[src/rtl/seg_pkg.sv]
// Shared 7-segment definitions: active-low patterns, special codes, and reader FSM states.
package seg_pkg;

  localparam logic [6:0] SEG_0     = 7'h40;
  localparam logic [6:0] SEG_1     = 7'h79;
  localparam logic [6:0] SEG_2     = 7'h24;
  localparam logic [6:0] SEG_3     = 7'h30;
  localparam logic [6:0] SEG_4     = 7'h19;
  localparam logic [6:0] SEG_5     = 7'h12;
  localparam logic [6:0] SEG_6     = 7'h02;
  localparam logic [6:0] SEG_7     = 7'h78;
  localparam logic [6:0] SEG_8     = 7'h00;
  localparam logic [6:0] SEG_9     = 7'h18;
  localparam logic [6:0] SEG_BLANK = 7'h7F;

  localparam logic [3:0] CODE_BLANK   = 4'hF;
  localparam logic [3:0] CODE_INVALID = 4'hE;

  typedef enum logic [1:0] {
    IDLE,
    SETTLE,
    SAMPLE,
    HOLD
  } state_t;

endpackage

[src/rtl/seg_pattern_decode.sv]
// Combinational active-low segment pattern to digit code lookup.
module seg_pattern_decode
  import seg_pkg::*;
(
  input  logic [6:0] pat,
  output logic [3:0] code
);

  always_comb begin
    code = CODE_INVALID;
    case (pat)
      SEG_0:     code = 4'h0;
      SEG_1:     code = 4'h1;
      SEG_2:     code = 4'h2;
      SEG_3:     code = 4'h3;
      SEG_4:     code = 4'h4;
      SEG_5:     code = 4'h5;
      SEG_6:     code = 4'h6;
      SEG_7:     code = 4'h7;
      SEG_8:     code = 4'h8;
      SEG_9:     code = 4'h9;
      SEG_BLANK: code = CODE_BLANK;
      default:   code = CODE_INVALID;
    endcase
  end

endmodule

[src/rtl/seg_scan_reader.sv]
// Recovers digit codes from a multiplexed active-low 7-segment bus; a digit is
// committed after its slot settles and the same value repeats CONFIRM scans in a row.
module seg_scan_reader
  import seg_pkg::*;
#(
  parameter int NUM_DIGITS    = 4,
  parameter int SETTLE_CYCLES = 8,
  parameter int CONFIRM       = 2
) (
  input  logic                    clk,
  input  logic                    rst,
  input  logic [6:0]              seg_n,
  input  logic [NUM_DIGITS-1:0]   an_n,
  output logic [4*NUM_DIGITS-1:0] digits,
  output logic [NUM_DIGITS-1:0]   digit_valid,
  output logic                    update,
  output logic                    err
);

  localparam int IDX_W  = (NUM_DIGITS > 1) ? $clog2(NUM_DIGITS) : 1;
  localparam int CNT_W  = $clog2(SETTLE_CYCLES + 1);
  localparam int CONF_W = $clog2(CONFIRM + 1);

  logic [6:0]            seg_p0, seg_p1;
  logic [NUM_DIGITS-1:0] an_p0, an_p1;

  state_t                state, state_nx;
  logic                  latch;
  logic [CNT_W-1:0]      cnt;
  logic [IDX_W-1:0]      lat_idx;
  logic [6:0]            lat_pat;

  logic                  sel_one;
  logic [IDX_W-1:0]      sel_idx;
  int                    zeros;
  logic [NUM_DIGITS-1:0] slot_mask;
  logic                  slot_match;
  logic                  pat_match;

  logic [3:0]                       code;
  logic [NUM_DIGITS-1:0][3:0]       dig_r;
  logic [NUM_DIGITS-1:0][3:0]       cand;
  logic [NUM_DIGITS-1:0][CONF_W-1:0] conf;
  logic [CONF_W-1:0]                conf_nx;

  // Stage p0/p1: two-flop synchronizer; idle bus state (all off) on reset
  always_ff @(posedge clk or posedge rst) begin
    if (rst) begin
      seg_p0 <= SEG_BLANK;
      seg_p1 <= SEG_BLANK;
      an_p0  <= '1;
      an_p1  <= '1;
    end else begin
      seg_p0 <= seg_n;
      seg_p1 <= seg_p0;
      an_p0  <= an_n;
      an_p1  <= an_p0;
    end
  end

  always_comb begin
    zeros   = 0;
    sel_idx = '0;
    for (int i = 0; i < NUM_DIGITS; i++) begin
      if (!an_p1[i]) begin
        zeros   = zeros + 1;
        sel_idx = IDX_W'(i);
      end
    end
    sel_one = (zeros == 1);
  end

  assign slot_mask  = ~(NUM_DIGITS'(1) << lat_idx);
  assign slot_match = (an_p1 == slot_mask);
  assign pat_match  = (seg_p1 == lat_pat);

  // Slot tracking FSM
  always_ff @(posedge clk or posedge rst) begin
    if (rst) state <= IDLE;
    else     state <= state_nx;
  end

  always_comb begin
    state_nx = state;
    latch    = 1'b0;
    case (state)
      IDLE: begin
        if (sel_one) begin
          latch    = 1'b1;
          state_nx = SETTLE;
        end
      end
      SETTLE: begin
        if (!(slot_match && pat_match))            state_nx = IDLE;
        else if (cnt == CNT_W'(SETTLE_CYCLES - 1)) state_nx = SAMPLE;
      end
      SAMPLE:  state_nx = HOLD;
      HOLD:    if (!slot_match) state_nx = IDLE;
      default: state_nx = IDLE;
    endcase
  end

  always_ff @(posedge clk or posedge rst) begin
    if (rst)                  cnt <= '0;
    else if (latch)           cnt <= '0;
    else if (state == SETTLE) cnt <= cnt + 1'b1;
  end

  always_ff @(posedge clk) begin
    if (latch) begin
      lat_idx <= sel_idx;
      lat_pat <= seg_p1;
    end
  end

  seg_pattern_decode u_dec (
    .pat  (lat_pat),
    .code (code)
  );

  // Confidence count saturates at CONFIRM; a new candidate restarts at one
  always_comb begin
    if (code == cand[lat_idx])
      conf_nx = (conf[lat_idx] == CONF_W'(CONFIRM)) ? conf[lat_idx] : conf[lat_idx] + 1'b1;
    else
      conf_nx = CONF_W'(1);
  end

  // Commit stage: all outputs update on the edge that ends SAMPLE
  always_ff @(posedge clk or posedge rst) begin
    if (rst) begin
      dig_r       <= {NUM_DIGITS{CODE_BLANK}};
      cand        <= {NUM_DIGITS{CODE_BLANK}};
      conf        <= '0;
      digit_valid <= '0;
      update      <= 1'b0;
      err         <= 1'b0;
    end else begin
      update <= 1'b0;
      err    <= 1'b0;
      if (state == SAMPLE) begin
        if (code == CODE_INVALID) begin
          err                  <= 1'b1;
          conf[lat_idx]        <= '0;
          digit_valid[lat_idx] <= 1'b0;
        end else begin
          cand[lat_idx] <= code;
          conf[lat_idx] <= conf_nx;
          if (conf_nx == CONF_W'(CONFIRM)) begin
            digit_valid[lat_idx] <= 1'b1;
            if (code != dig_r[lat_idx]) begin
              dig_r[lat_idx] <= code;
              update         <= 1'b1;
            end
          end
        end
      end
    end
  end

  assign digits = dig_r;

endmodule
[config.mk]
export PLATFORM = sky130hd
export DESIGN_NAME = seg_scan_reader
export DESIGN_NICKNAME = d
export VERILOG_FILES = /design/src/rtl/seg_pkg.sv /design/src/rtl/seg_pattern_decode.sv /design/src/rtl/seg_scan_reader.sv
export SDC_FILE = /design/constraint.sdc
export NUM_CORES = 1
export LEC_CHECK = 0
export CORE_ASPECT_RATIO = 1.4
export CORE_MARGIN = 2
export CORE_UTILIZATION = 39
export DETAILED_ROUTE_END_ITERATION = 8
export PLACE_DENSITY = 0.54
export SLEW_MARGIN = 15
export SYNTH_ARGS = -nofsm -noshare
export SYNTH_HDL_FRONTEND = slang
export SYNTH_SLANG_ARGS = --single-unit
export TNS_END_PERCENT = 1
[constraint.sdc]
create_clock -name clk -period 7.1 [get_ports clk]
set_input_delay 2.13 -clock clk [delete_from_list [all_inputs] [get_ports clk]]
set_output_delay 2.13 -clock clk [all_outputs]
set_load 0.02 [all_outputs]
# Word level (Yosys, flattened, before mapping)
# Index checks and enable logic that the tools add are counted.
classes:
  add_sub_neg: 5
  multipliers: 0
  div: 0
  magnitude_cmp: 2
  n_eq_ne: 25
  shift: 1
  n_mux: 42
  bitwise: 7
  reduce_logical: 11
op_table:
  columns: ["cell", "count"]
  rows:
  - ["adder 32 x 2 -> 32 bit (second input constant)", 3]
  - ["two-way mux 32 bit", 3]
  - ["case mux 4 bit (11 select lines)", 1]
  - ["bitwise mux 16 bit", 2]
  - ["== test 32 x 2 -> 1 bit (second input constant)", 1]
  - ["== test 7 bit (second input constant)", 4]
  - ["two-way mux 4 bit", 7]
  - ["== test 7 x 5 -> 1 bit (second input constant)", 3]
  - ["binary-select mux 4 bit (select 2 bit)", 2]
  - ["two-way mux 2 bit", 8]
  - ["== test 7 x 6 -> 1 bit (second input constant)", 2]
  - ["two-way mux 1 bit", 12]
  - ["AND 8 bit", 1]
  - ["bitwise mux 8 bit", 1]
  - ["demux 4 bit (select 2 bit)", 1]
  - ["== test 2 bit (second input constant)", 4]
  - ["== test 4 bit", 2]
  - ["two-way mux 8 bit", 1]
  - ["inverter 4 bit", 2]
  - ["inverter 8 bit", 1]
  - ["case mux 2 bit (4 select lines)", 1]
  - ["== test 7 x 2 -> 1 bit (second input constant)", 1]
  - ["== test 7 bit", 1]
  - ["logical NOT 7 bit", 1]
  - ["other kinds (23)", 28]
totals:
  reg_bits: 83
  latch_bits: 0
  mem_bits_rw: 0
  mem_bits_ro: 0
  word_cells: 117
  n_memories: 0

# Longest topological paths before layout
# Gate-level depths: netlist of run 1.
depth:
  word_depth: 11
  ltp_mapped: 12
  ltp_nobuf: 12

# Hierarchy
# From an unflattened synthesis of run 1, not the netlist that was laid out.
hier_totals:
  hier_cells: 303
  hier_area_um2: 3946.3
modules_own_cells:
  columns: ["module", "instances", "cells_per_inst", "area_per_inst_um2", "seq_area_each_um2"]
  rows:
  - ["seg_scan_reader", 1, 260, 3663.5, 2189.6]
  - ["seg_pattern_decode", 1, 43, 282.8, 0.0]

# Worst setup path before layout of run 1
# Ideal clock, no wire load.
synth_path:
  path_kind: "register -> register"
  from: "reg an_p1[1]"
  to: "reg cnt[3]"
  setup_ps: 129
  arrival_ps: 2767
  path_slack_ps: 4204
  stages_incl_launch_ff: 12
  period_less_slack_ps: 2896
  path_cell_list: "dfstp_2 inv_1 ha_1 xnor2_1 ha_1 xnor2_1 a31o_2 a32oi_1 nor3_1 nor2_1 o21ai_0 o21ai_0"
synth_via:
  elab_chain_len: 9
  word_cells_on_any_way: 10
  classes_between: "add/sub (2); eq/ne (1); mux (6); reduce/logical (1)"
synth_lines:
  columns: ["element", "line_no", "rtl"]
  rows:
  - ["start, declared", "seg_scan_reader.sv:25", "logic [NUM_DIGITS-1:0] an_p0, an_p1;"]
  - ["start signal, assigned", "seg_scan_reader.sv:57", "an_p1 <= an_p0;"]
  - ["two-way mux 32 bit (*)", "seg_scan_reader.sv:65", "if (!an_p1[i]) begin"]
  - ["adder 32 x 2 -> 32 bit", "seg_scan_reader.sv:66", "zeros = zeros + 1;"]
  - ["two-way mux 32 bit (*)", "seg_scan_reader.sv:65", null]
  - ["adder 32 x 2 -> 32 bit", "seg_scan_reader.sv:66", null]
  - ["two-way mux 32 bit (*)", "seg_scan_reader.sv:65", null]
  - ["== test 32 x 2 -> 1 bit (*)", "seg_scan_reader.sv:70", "sel_one = (zeros == 1);"]
  - ["two-way mux 1 bit (*)", "seg_scan_reader.sv:88", "if (sel_one) begin"]
  - ["two-way mux 1 bit (*)", "seg_scan_reader.sv:86", "case (state)"]
  - ["via latch", "seg_scan_reader.sv:28", "logic latch;"]
  - ["two-way mux 4 bit / nonzero test 2 bit (equally long branches)", null, null]
  - ["end signal, assigned", "seg_scan_reader.sv:106", "else if (state == SETTLE) cnt <= cnt + 1'b1;"]
  - ["end, declared", "seg_scan_reader.sv:29", "logic [CNT_W-1:0] cnt;"]
# Mark *: on every way through the listed nets, which the timed path passes. The rest lies on a longest branch.
# A chain may end at the register's enable or synchronous reset.

# Worst setup path after layout of run 1
layout_path:
  from: "reg dig_r (netlist bit digits[7])"
  to: "out digits[7]"
layout_rtl:
  columns: ["element", "line_no", "rtl"]
  rows:
  - ["start, declared", "seg_scan_reader.sv:41", "logic [NUM_DIGITS-1:0][3:0] dig_r;"]
  - ["start signal, assigned", "seg_scan_reader.sv:132", "dig_r <= {NUM_DIGITS{CODE_BLANK}};"]
  - ["start signal, assigned by index", "seg_scan_reader.sv:152", "dig_r[lat_idx] <= code;"]
  - ["end, declared", "seg_scan_reader.sv:14", "output logic [4*NUM_DIGITS-1:0] digits,"]
# No word-level cell between the ends.

==> results of run 1 <==
[report_power, final]
group	switching [mW]	internal [mW]
clock	0.175	0.269
combinational	0.0575	0.0414
sequential	0.0343	0.512
[per-layer routing]
metal  part of all wire, %  up-vias
met4                   4.3        0
met1                    43     1268
met5                     0        -
met2                    49       59
li1                      -     1227
met3                   3.7       20
[final cells by class]
| type | instances | area [um2] |
|---|---|---|
| Sequential cell | 83 | 2190 |
| Timing Repair Buffer | 35 | 348 |
| Fill cell | 932 | 5220 |
| Multi-Input combinational cell | 215 | 1700 |
| Inverter | 10 | 37.5 |
| Clock buffer | 10 | 229 |
| Tap cell | 135 | 169 |
| Clock inverter | 6 | 56.3 |
[worst min-delay path by stage]
| stage | endpoint | cells after the start | startpoint | slack, ps |
|---|---|---|---|---|
| after floorplan | an_p1[0] | 0 | an_p0[0] | 350 |
| after global placement | an_p1[1] | 0 | an_p0[1] | 350 |
| after detailed placement | seg_p1[1] | 0 | seg_p0[1] | 350 |
| after CTS | an_p1[1] | 0 | an_p0[1] | 360 |
| after global routing | an_p1[1] | 0 | an_p0[1] | 360 |
| final | an_p1[1] | 0 | an_p0[1] | 350 |
[state kept, by name, summed over array words and instances, names as in the netlist, named ones only]
register	cells
cnt	4
conf	8
an_p1	4
digits	16
lat_idx	2
cand	16
state	1
seg_p1	7
update	1
an_p0	4
seg_p0	7
lat_pat	7
err	1
[synthesized netlist by cell type (4+ instances only)]
cell type  number  share of area [%]
a21oi_1         5               0.62
ha_1            5                1.6
mux4_2         10                5.6
nor2_1         20                1.9
nor4_4          5                2.7
clkbuf_1        4               0.37
xor2_1         13                2.8
inv_1          10               0.94
buf_2           7               0.87
mux2_2          4                1.1
edfxtp_1        9                6.7
dfrtp_1        20                 12
xnor2_1         6                1.3
dfstp_2        54                 35
a2bb2oi_1       4               0.87
a22o_1          6                1.3
o21ai_0        22                2.7
nor3_1         16                2.0
mux2_1         16                4.5
nand2_1        33                3.1
[cell families after synthesis]
| logic type | Yosys count | synth area share, % |
|---|---|---|
| AO/OA/AOI/OAI | 50 | 8.46 |
| XOR/XNOR | 20 | 4.56 |
| adder cells (fa/ha/maj) | 5 | 1.56 |
| buffers and inverters | 25 | 3.03 |
| flip-flops | 83 | 54.7 |
| multiplexers | 31 | 11.5 |
| AND/OR/NAND/NOR | 109 | 16.2 |
==> results.txt, run 1 <==
The number of detailed-routing iterations run before antenna repair was 5. Setup repair after global routing left no endpoint under its margin. The met1 layer usage reported by global route is 20.1%, and the peak per-stage delay on the critical path is 600 ps. Count of cells along the worst register-to-register path: 8.

Broken down by cell family, the worst path's largest delay share belongs to buffers and inverters. The tools report the post-route antenna net violation count as 0. The number of cells on the critical path works out to 1. The routed wire length was 8000 um. The critical path starts at digits[7].

Endpoint class of the critical path: a primary output. Worst setup path category: register to primary output. The detailed router placed 2574 vias in this run. The library cells used most frequently in the layout, excluding fill and tap cells, are dfstp_2, clkdlybuf4s50_1, nand2_1. The worst path in the final design needs a cycle of 3610 ps, including I/O delays and setup. The wire-length estimate of the detail-placed layout is 5660 um. After routing, the total negative slack on setup checks comes to 0 ps.

For this run, design rule violations remaining after detail routing come to 0. The tools report the hold buffer count at CTS as 0. The count of pins over their slew limit is 0. Once the floorplan was initialized, standard cells occupied 40.3% of the core. The slew at the pin closest to its max-slew limit was 901 ps.

The run gives 372 as the final layout net count. The via density per instance is 5.21. Cells fill 47.5% of the core in the end.

The area added between synthesis and finish is 18.1%. The post-synth net total was 341; the met3 global-route usage was 3.51%. The async set-or-reset flop fraction in the synthesized netlist was 89.2%. The area of the mapped netlist came out at 0.00401 mm2. For the hold violation count in the final report, the log shows 0.

The flow ran to the end, and the final reports show no timing, DRC or antenna violations. The number of gates resized after CTS was 0. The count of buffers inserted at the top-level ports was 34. The run gives 1.09 mW as the post-layout total power. The tools report the number of antenna violations at the first check in global routing as 0. The run gives 25.5% as the met2 layer usage reported by global route.

Number of core rows: 43. The most critical setup path has its endpoint at digits[7]. Global routing finished with a remaining overflow of 0. Summing the sequential cell areas from Yosys gives 54.7% of the chip area. For the number of cells produced by synthesis, the log shows 323. Counting flops and latches in the post-synthesis netlist gives 83.

Including well taps, the total number of placed cells is 478. The worst path required time was 4970 ps. The minimum setup slack among reg-to-reg paths was 3770 ps.

Timing would allow up to 277 MHz. The worst reg2reg path endpoint was digits[3]. The I/O pin total is 35.

Walking the worst path, the cells encountered are clkdlybuf4s50_1. The instance area after placement is 0.00444 mm2, and the worst IR drop on VDD is 138 uV. The root buffer cell was clkbuf_16. The critical path buffer and inverter count was 1; the tightest slew margin relative to the limit was 39.6%. The violation count after the first detailed-routing iteration came out at 78. For the largest net degree at the start of global routing, the log shows 75. The number of global-route vias before repair is 2621. The clock latency of the later-clocked register in the worst-skew pair is 330 ps, and the final non-filler cell total is 494.

The Yosys step of the flow raised 0 warnings. The die is 124 um tall. Among all flip-flop cells after synthesis, the most frequent one is dfstp_2. The worst clock skew was 10.6 ps; the first-pass GRT wire length was 13300 um.

The tools report the type of element launching the critical path as a register. The chip width came out at 89.7 um. For this design the ratio of total power to cell area is 230 mW/mm2. The congestion estimate from routability-driven global placement came to 0.851. The setup-violating endpoint count in the final report is 0, and the fraction of layout instances using a drive strength above 1 is 28.4%.

Across the run, the number of max-cap violations was 0. Leaving out fill and tap cells, the most frequent cell in the layout is dfstp_2. The buffer count from post-CTS setup fixing was 0; the worst setup slack after layout was 3490 ps. The clock passes through at most 2 buffers. 0 antenna diodes ended up in the layout. The number of enable-type register cells in the synthesized netlist came out at 9.

The logs give 9 for the TritonCTS buffer count and 0.00995 mm2 for the placeable core area. For this design the static power due to leakage is 1.83 nW. Summing all non-filler instances in the final layout gives an area of 0.00473 mm2. The die covers 0.0111 mm2.

Of the available clock period, the critical path in the final layout requires 50.8%. The clock input transition at the sequential cells of the worst setup and hold paths is 60 ps, and the routed wirelength normalized by instance count is 16.2 um. OpenSTA, run right after detailed placement, puts the worst setup slack at 3710 ps. The layer flagged by global routing as most heavily used is met2. TritonCTS built the clock tree. At the worst endpoint, the arrival time is 1480 ps. Averaged over all synthesized cells, the footprint is 12.4 um2. The tools report the minimum hold slack as 354 ps. In this run the worst hold path is classified as register to register.

Synthesis instantiated 58 different standard cells from the library. The H-tree was split into 3 levels. The logs give 16.1% for the global-route total usage across every layer and 83 for the CTS sink count.

Along the worst path, the maximum fanout reaches 3. The cell with the largest stage delay on the worst path is clkdlybuf4s50_1. In this run the critical register-to-register path is launched from lat_pat[6].
Power figures use the tool's default switching activity.
==> run 2: changes to the inputs <==
==> constraint.sdc (replaced) <==
create_clock -name clk -period 3.6 [get_ports clk]
set_input_delay 1.08 -clock clk [delete_from_list [all_inputs] [get_ports clk]]
set_output_delay 1.08 -clock clk [all_outputs]
set_load 0.02 [all_outputs]
==> run 2 against run 1 <==
Effect of this change:
- first-iteration DRC count grew 90%
- final cell count grew 1.8%
- clock-buffer cell count grew 2
- register-to-register slack lost 3500 ps
- sequential share of layout area shrank 0.98 points
- setup slack lost 3200 ps
- global-route usage grew 0.31 points
- critical path depth grew 7
- utilization grew 1.0 points
- largest cell class unchanged
- largest power group unchanged
==> results.txt, run 2 (synthesized netlist as in run 1, its figures left out) <==
The flow ran to the end, and the final reports show no timing, DRC or antenna violations. The worst IR drop on VDD is 283 uV (+100%), and the clock latency of the later-clocked register in the worst-skew pair is 330 ps (about the same). The number of detailed-routing iterations run before antenna repair is 4 (-1). The tools report the CTS sink count as 83 (unchanged). The run gives 2634 (+2.3%) as the total via count in the routed design. The final critical path takes up 91.3% of the cycle.

The total routed wire length on the met1 layer was 3410 um (-1.7%). The chip width was 89.7 um (unchanged); the arrival time at the worst endpoint was 3540 ps (+2060 ps). First-pass GRT wire length: 13500 um (+1.1%).

The I/O pin total is 35 (unchanged), and the final non-filler cell total is 503 (+1.8%). Setup repair after global routing left no endpoint under its margin. The tightest slew margin relative to the limit is 43.0% (+3.4 points). The length of routed met3 wiring came out at 246 um (-18%).

The fraction of power spent switching nets was 23.9% (-0.59 points); the starting utilization of the core area was 40.3% (unchanged). The count of pins over their slew limit came out at 0 (unchanged). The internal power component was 1.71 mW (+110%); the slew at the pin closest to its max-slew limit was 855 ps (-46.5 ps). For the flip-flop and latch area, the log shows 0.00219 mm2 (unchanged). The number of H-tree levels was 3 (unchanged); the minimum hold slack was 355 ps (+0.722 ps).

The share of total power in combinational logic came out at 9.4% (+0.3 points). The logs give 0 (unchanged) for the total congestion overflow and 0 (unchanged) for the buffer count from post-CTS setup fixing. Height of the die: 124 um (unchanged).

The via density per instance was 5.24 (+0.50%). TritonCTS built the clock tree. The peak per-stage delay on the critical path came out at 520 ps (-80 ps). The run gives 5770 um (+2.0%) as the half-perimeter wire length after detailed placement.

Antenna diode instance count: 0 (unchanged). The fmax is 304 MHz. The worst setup path is launched from a register. For the count of maximum capacitance violations, the log shows 0 (unchanged).

The run gives 0.867 (+1.9%) as the final weighted congestion in routability-driven placement. For the post-route antenna net violation count, the log shows 0 (unchanged). The placeable core area is 0.00995 mm2 (unchanged).

The clock input transition at the sequential cells of the worst setup and hold paths came out at 60 ps (about the same). The tools report the hold violation count in the final report as 0 (unchanged). The worst path required time came out at 3850 ps (-1120 ps).

For the area of the die, the log shows 0.0111 mm2 (unchanged). The power density relative to cell area works out to 465 mW/mm2 (+100%). For the largest buffer count on any clock path, the log shows 2 (unchanged). The critical path goes through or3b_4 -> or4_1 -> nor2_1 -> or3_1 -> xnor2_2 -> nand3_2 -> nor4_4 -> mux2_1.

From synthesis to final layout, the design area changed by 20.6%. The run gives 487 (+1.9%) as the number of placed cells counting well taps. Routed wire length: 8100 um (+1.4%). The most common cell after layout, fill and taps aside is dfstp_2. The tools report the largest net degree at the start of global routing as 64 (-15%). The critical path is of the register to register type. The final layout net count is 381 (+2.4%). Setup-violating endpoint count in the final report: 0 (unchanged). The TritonCTS buffer count is 9 (unchanged), and the number of design rule violations left after detail routing is 0 (unchanged).

The number of global-route vias before repair was 2730 (+4.2%); the count of buffers inserted at the top-level ports was 34 (unchanged). Final-layout setup total negative slack: 0 ps (unchanged). The global-route total usage across every layer came out at 16.4% (+0.31 points).

The endpoint class of the critical path is a register. The routed wirelength normalized by instance count is 16.1 um (-0.45%), and the proportion of power drawn by the clock network is 42.8% (+2.0 points). The tools report the number of core rows as 43 (unchanged). For the hold buffer count at CTS, the log shows 0 (unchanged).

The worst clock skew was 8.30 ps (-2.30 ps). The run gives 0 (unchanged) as the number of antenna violations at the first check in global routing. The run gives 47.8% (-2.3 points) as the part of the total power dissipated in sequential elements. The number of filler instances in the final layout came out at 905 (-2.9%). The total of cells resized after clock tree synthesis came out at 0 (unchanged).

The tools report the power dissipated by switching net loads as 0.538 mW (+100%). Area of the multi-input gates: 0.00170 mm2 (-0.29%). Routed signal wires occupy layers up through met4. Critical-path maximum fanout: 11 (+8). The violation count after the first detailed-routing iteration was 148 (+90%); the time the worst path needs with I/O delays and setup was 3290 ps. The root buffer cell is clkbuf_16.

The amount of wire on met2 after detailed routing was 4330 um (+11%); the fraction of layout instances using a drive strength above 1 was 29.9% (+1.5 points). The cell with the largest stage delay on the worst path is nor4_4. The run gives 1.89 nW (+2.9%) as the static power due to leakage. The worst hold path belongs to the class register to register. The library cells used most frequently in the layout, excluding fill and tap cells, are dfstp_2, clkdlybuf4s50_1, nand2_1.
run 2: cell types whose count changed in the layout (fill, tap and decap cells not counted), sizes merged:
cell      delta
clkinvlp     +1
clkbuf       +2
buf          +9
bufinv       +1
clkinv       -4
run 2: layout make-up:
| class | instances | share of cell area (%) |
|---|---|---|
| Clock inverter | 4 | 1.58 |
| Multi-Input combinational cell | 215 | 35.1 |
| Timing Repair Buffer | 44 | 8.86 |
| Inverter | 10 | 0.777 |
| Clock buffer | 12 | 4.89 |
| Tap cell | 135 | 3.50 |
| Sequential cell | 83 | 45.3 |
run 2: per-stage QoR:
step / total power, mW / cell area, um2 / setup slack [ps] / utilization [%]
after detailed placement: 1.30 / 4520 / 316 / 45.4
after floorplan: 1.23 / 4010 / 704 / -
after global placement: 1.30 / 4520 / 379 / 45.4
after global routing: 2.36 / 4830 / 112 / 48.5
after CTS: 2.29 / 4830 / 302 / 48.5
final: 2.25 / 4830 / 312 / 48.5
run 2: power by group through the flow:
stage,clock network (mW),logic [mW],registers [mW]
floorplan,0,0.181,1.05
global placement,0,0.210,1.09
detailed placement,0,0.214,1.09
CTS,1.00,0.215,1.07
global route,1.04,0.238,1.08
finish,0.962,0.211,1.07
run 2: worst paths after layout:
kind	end	from	slack, ps	cells after the start
max in group asynchronous	digits[10]	rst	1960	3
hold reg to reg	an_p1[0]	an_p0[0]	360	0
hold / removal	an_p1[0]	an_p0[0]	360	0
setup / recovery	digits[2]	lat_pat[3]	310	8
setup reg to reg	digits[2]	lat_pat[3]	310	8
min in group asynchronous	seg_p0[1]	rst	1230	2
run 2: metal layers:
metal  vias up  global-route usage, %
met5         -                      0
li1       1244                      -
met1      1332                   20.1
met4         0                   6.25
met3         7                   4.84
met2        51                   27.0
run 2: critical path, delay by kind of cell (launching register included):
family	cells	cell delay, ps
mux	1	370
xor+xnor	1	160
simple gates	6	2160
flops	1	510
==> run 3: changes to the inputs <==
--- a/config.mk
+++ b/config.mk
@@ -5,9 +5,9 @@
 export SDC_FILE = /design/constraint.sdc
 export NUM_CORES = 1
 export LEC_CHECK = 0
-export CORE_ASPECT_RATIO = 1.4
 export CORE_MARGIN = 2
 export CORE_UTILIZATION = 39
+export CTS_BUF_LIST = sky130_fd_sc_hd__clkbuf_4
 export DETAILED_ROUTE_END_ITERATION = 8
 export PLACE_DENSITY = 0.54
 export SLEW_MARGIN = 15
==> run 3 against run 2 <==
Effect of this change:
- first-iteration DRC count shrank 21%
- highest routed layer unchanged
- largest cell class unchanged
- hold slack lost 7.7 ps
- maximum frequency shrank 2.4%
- die area shrank 0.10%
- flip-flop and latch count is the same
==> results.txt, run 3 (synthesized netlist as in run 1, its figures left out) <==
The tools report the hold violation count in the final report as 0 (unchanged). For the total congestion overflow, the log shows 0 (unchanged). The count of buffers inserted at the top-level ports came out at 34 (unchanged). The violation count after the first detailed-routing iteration came out at 117 (-21%).

For the arrival time at the worst endpoint, the log shows 3710 ps (+170 ps). The final layout net count was 380 (-0.26%). The via density per instance was 5.17 (-1.2%). The critical path goes through or3b_4 -> or4_1 -> nor2_1 -> or3_1 -> xnor2_2 -> nand3_2 -> nor4_4 -> mux2_1. The run gives 3940 ps (+90 ps) as the worst path required time.

The tools report the post-route antenna net violation count as 0 (unchanged). Setup repair after global routing left no endpoint under its margin. The tools report the I/O pin total as 35 (unchanged).

The critical-path maximum fanout works out to 11 (unchanged). The tools report the worst-case hold path end point as seg_p1[0]. The tools report the static power due to leakage as 1.82 nW (-3.6%). The tools report the worst clock skew as 23.0 ps (+14.7 ps). The critical path buffer and inverter count was 0 (unchanged); the setup-violating endpoint count in the final report was 0 (unchanged). The final-layout setup total negative slack is 0 ps (unchanged). The endpoint identified for the worst register-to-register timing path is digits[12]. The minimum setup slack among reg-to-reg paths was 230 ps (-80 ps); the TritonCTS buffer count was 9 (unchanged).

The CTS sink count was 83 (unchanged). The setup path with the least slack is of type register to register. The launch instance of the worst min-delay path was seg_p0[0]. The time the worst path needs with I/O delays and setup came out at 3370 ps (+81.5 ps).

The part of the cycle the worst path needs is 93.6% (+2.3 points). The height of the die was 105 um (-15%); the count of cells along the worst register-to-register path was 8 (unchanged). The cell with the largest stage delay on the worst path was edfxtp_1. The tools report the root buffer cell as clkbuf_4. The slew at the pin closest to its max-slew limit is 833 ps (-21.2 ps), and the first-pass GRT wire length is 13100 um (-2.8%).

The number of cells on the worst hold path works out to 0 (unchanged). The run gives 4 (unchanged) as the number of detailed-routing iterations run before antenna repair. The number of filler instances in the final layout was 903 (-0.22%). The clock input transition at the sequential cells of the worst setup and hold paths was 140 ps (+80 ps). The class of the most critical hold timing path is register to register. The number of H-tree levels came out at 3 (unchanged). The tools report the total of cells resized after clock tree synthesis as 0 (unchanged). Grouping stages by cell kind, the critical path spends the most delay in simple AND/OR/NAND/NOR gates. The worst IR drop on VDD was 266 uV (-5.8%); the count of maximum capacitance violations was 0 (unchanged). Starting utilization of the core area: 40.6% (+0.36 points). The largest net degree at the start of global routing came out at 51 (-20%). The tools report the number of core rows as 36 (-16%).

The logs give 5540 um (-4.1%) for the half-perimeter wire length after detailed placement and 0.00986 mm2 (-0.89%) for the placeable core area. The number of design rule violations left after detail routing came out at 0 (unchanged). The flow ran to the end, and the final reports show no timing, DRC or antenna violations.

The total via count in the routed design is 2587 (-1.8%), and the area of the die is 0.0111 mm2 (-0.10%). For the number of antenna violations at the first check in global routing, the log shows 0 (unchanged). The type of element launching the critical path is a register. The power density relative to cell area works out to 405 mW/mm2 (-13%). The chip width works out to 105 um (+18%).

The fraction of layout instances using a drive strength above 1 works out to 30.2% (+0.35 points). The beginning of the worst register-to-register path was lat_pat[0]. TritonCTS built the clock tree. The peak per-stage delay on the critical path was 550 ps (+30 ps); the largest buffer count on any clock path was 2 (unchanged).

The antenna diode instance count came out at 0 (unchanged). The top cell types in the final layout, fill and taps aside, are dfstp_2, clkdlybuf4s50_1, nand2_1. The tightest slew margin relative to the limit came out at 44.4% (+1.4 points).

The run gives 15.0% (-1.4 points) as the global-route total usage across every layer. Leaving out fill and tap cells, the most frequent cell in the layout is dfstp_2. Endpoint class of the critical path: a register.

The final weighted congestion in routability-driven placement is 0.837 (-3.4%). The startpoint of the most critical setup path is lat_pat[0]. The hold buffer count at CTS came out at 0 (unchanged). The routed wirelength normalized by instance count was 15.6 um (-3.1%); the area added between synthesis and finish was 16.6%. The worst setup slack after layout is 231 ps (-81.5 ps), and the routed wire length is 7810 um (-3.7%). Buffer count from post-CTS setup fixing: 0 (unchanged). The count of pins over their slew limit is 0 (unchanged).

The fmax is 297 MHz (-2.4%). The run gives 2471 (-9.5%) as the number of global-route vias before repair. The number of cells on the critical path is 8 (unchanged), and the setup slack at placement is 272 ps (-43.7 ps).

For the clock latency of the later-clocked register in the worst-skew pair, the log shows 430 ps (+100 ps).
run 3: cell types whose count changed in the layout (fill, tap and decap cells not counted):
cell	delta
clkinv_1	+1
buf_4	-1
inv_6	+1
clkbuf_4	+10
clkbuf_16	-9
clkbuf_1	-3
run 3: report_power, final:
group / switching [mW] / leakage [nW] / internal (mW)
registers: 0.0640 / 0.918 / 1.01
logic: 0.118 / 0.815 / 0.0889
clock network: 0.324 / 0.0846 / 0.291
run 3: area by class of cell:
cell class / count / area (um2) / share of cell area [%]
clock buffers: 10 / 75.1 / 1.61
well taps: 133 / 166 / 3.56
repair buffers: 43 / 420 / 9.00
inverters: 10 / 37.5 / 0.803
clock inverters: 6 / 88.8 / 1.90
flip-flops and latches: 83 / 2190 / 46.9
multi-input cells: 215 / 1700 / 36.3
run 3: metrics by stage:
step	hold slack, ps	util (%)	cell area [um2]	power (mW)	instances
floorplan	345	-	4010	1.23	323
global placement	345	45.7	4510	1.29	484
detailed placement	347	45.7	4510	1.30	484
CTS	348	47.4	4670	1.92	500
global route	353	47.4	4670	2.00	500
finish	347	47.4	4670	1.89	500
run 3: routing by layer:
metal	up-vias	share of wire, %	global-route usage (%)
met5	-	0	0
met4	0	1.0	4.86
met3	6	3.2	2.91
met2	45	48	23.3
met1	1289	48	21.2
li1	1247	-	-
run 3: worst reg2reg max path, stage by stage, from the launching register on:
cell and delay (ps):
edfxtp_1 550, or3b_4 460, or4_1 430, nor2_1 100, or3_1 380, xnor2_2 170, nand3_2 310, nor4_4 520
mux2_1 370
run 3: worst max path at each step:
stage	end	slack (ps)
final	digits[12]	230
after global routing	digits[12]	9
after CTS	digits[12]	230
after detailed placement	digits[0]	270
after global placement	digits[1]	330
after floorplan	cnt[3]	700
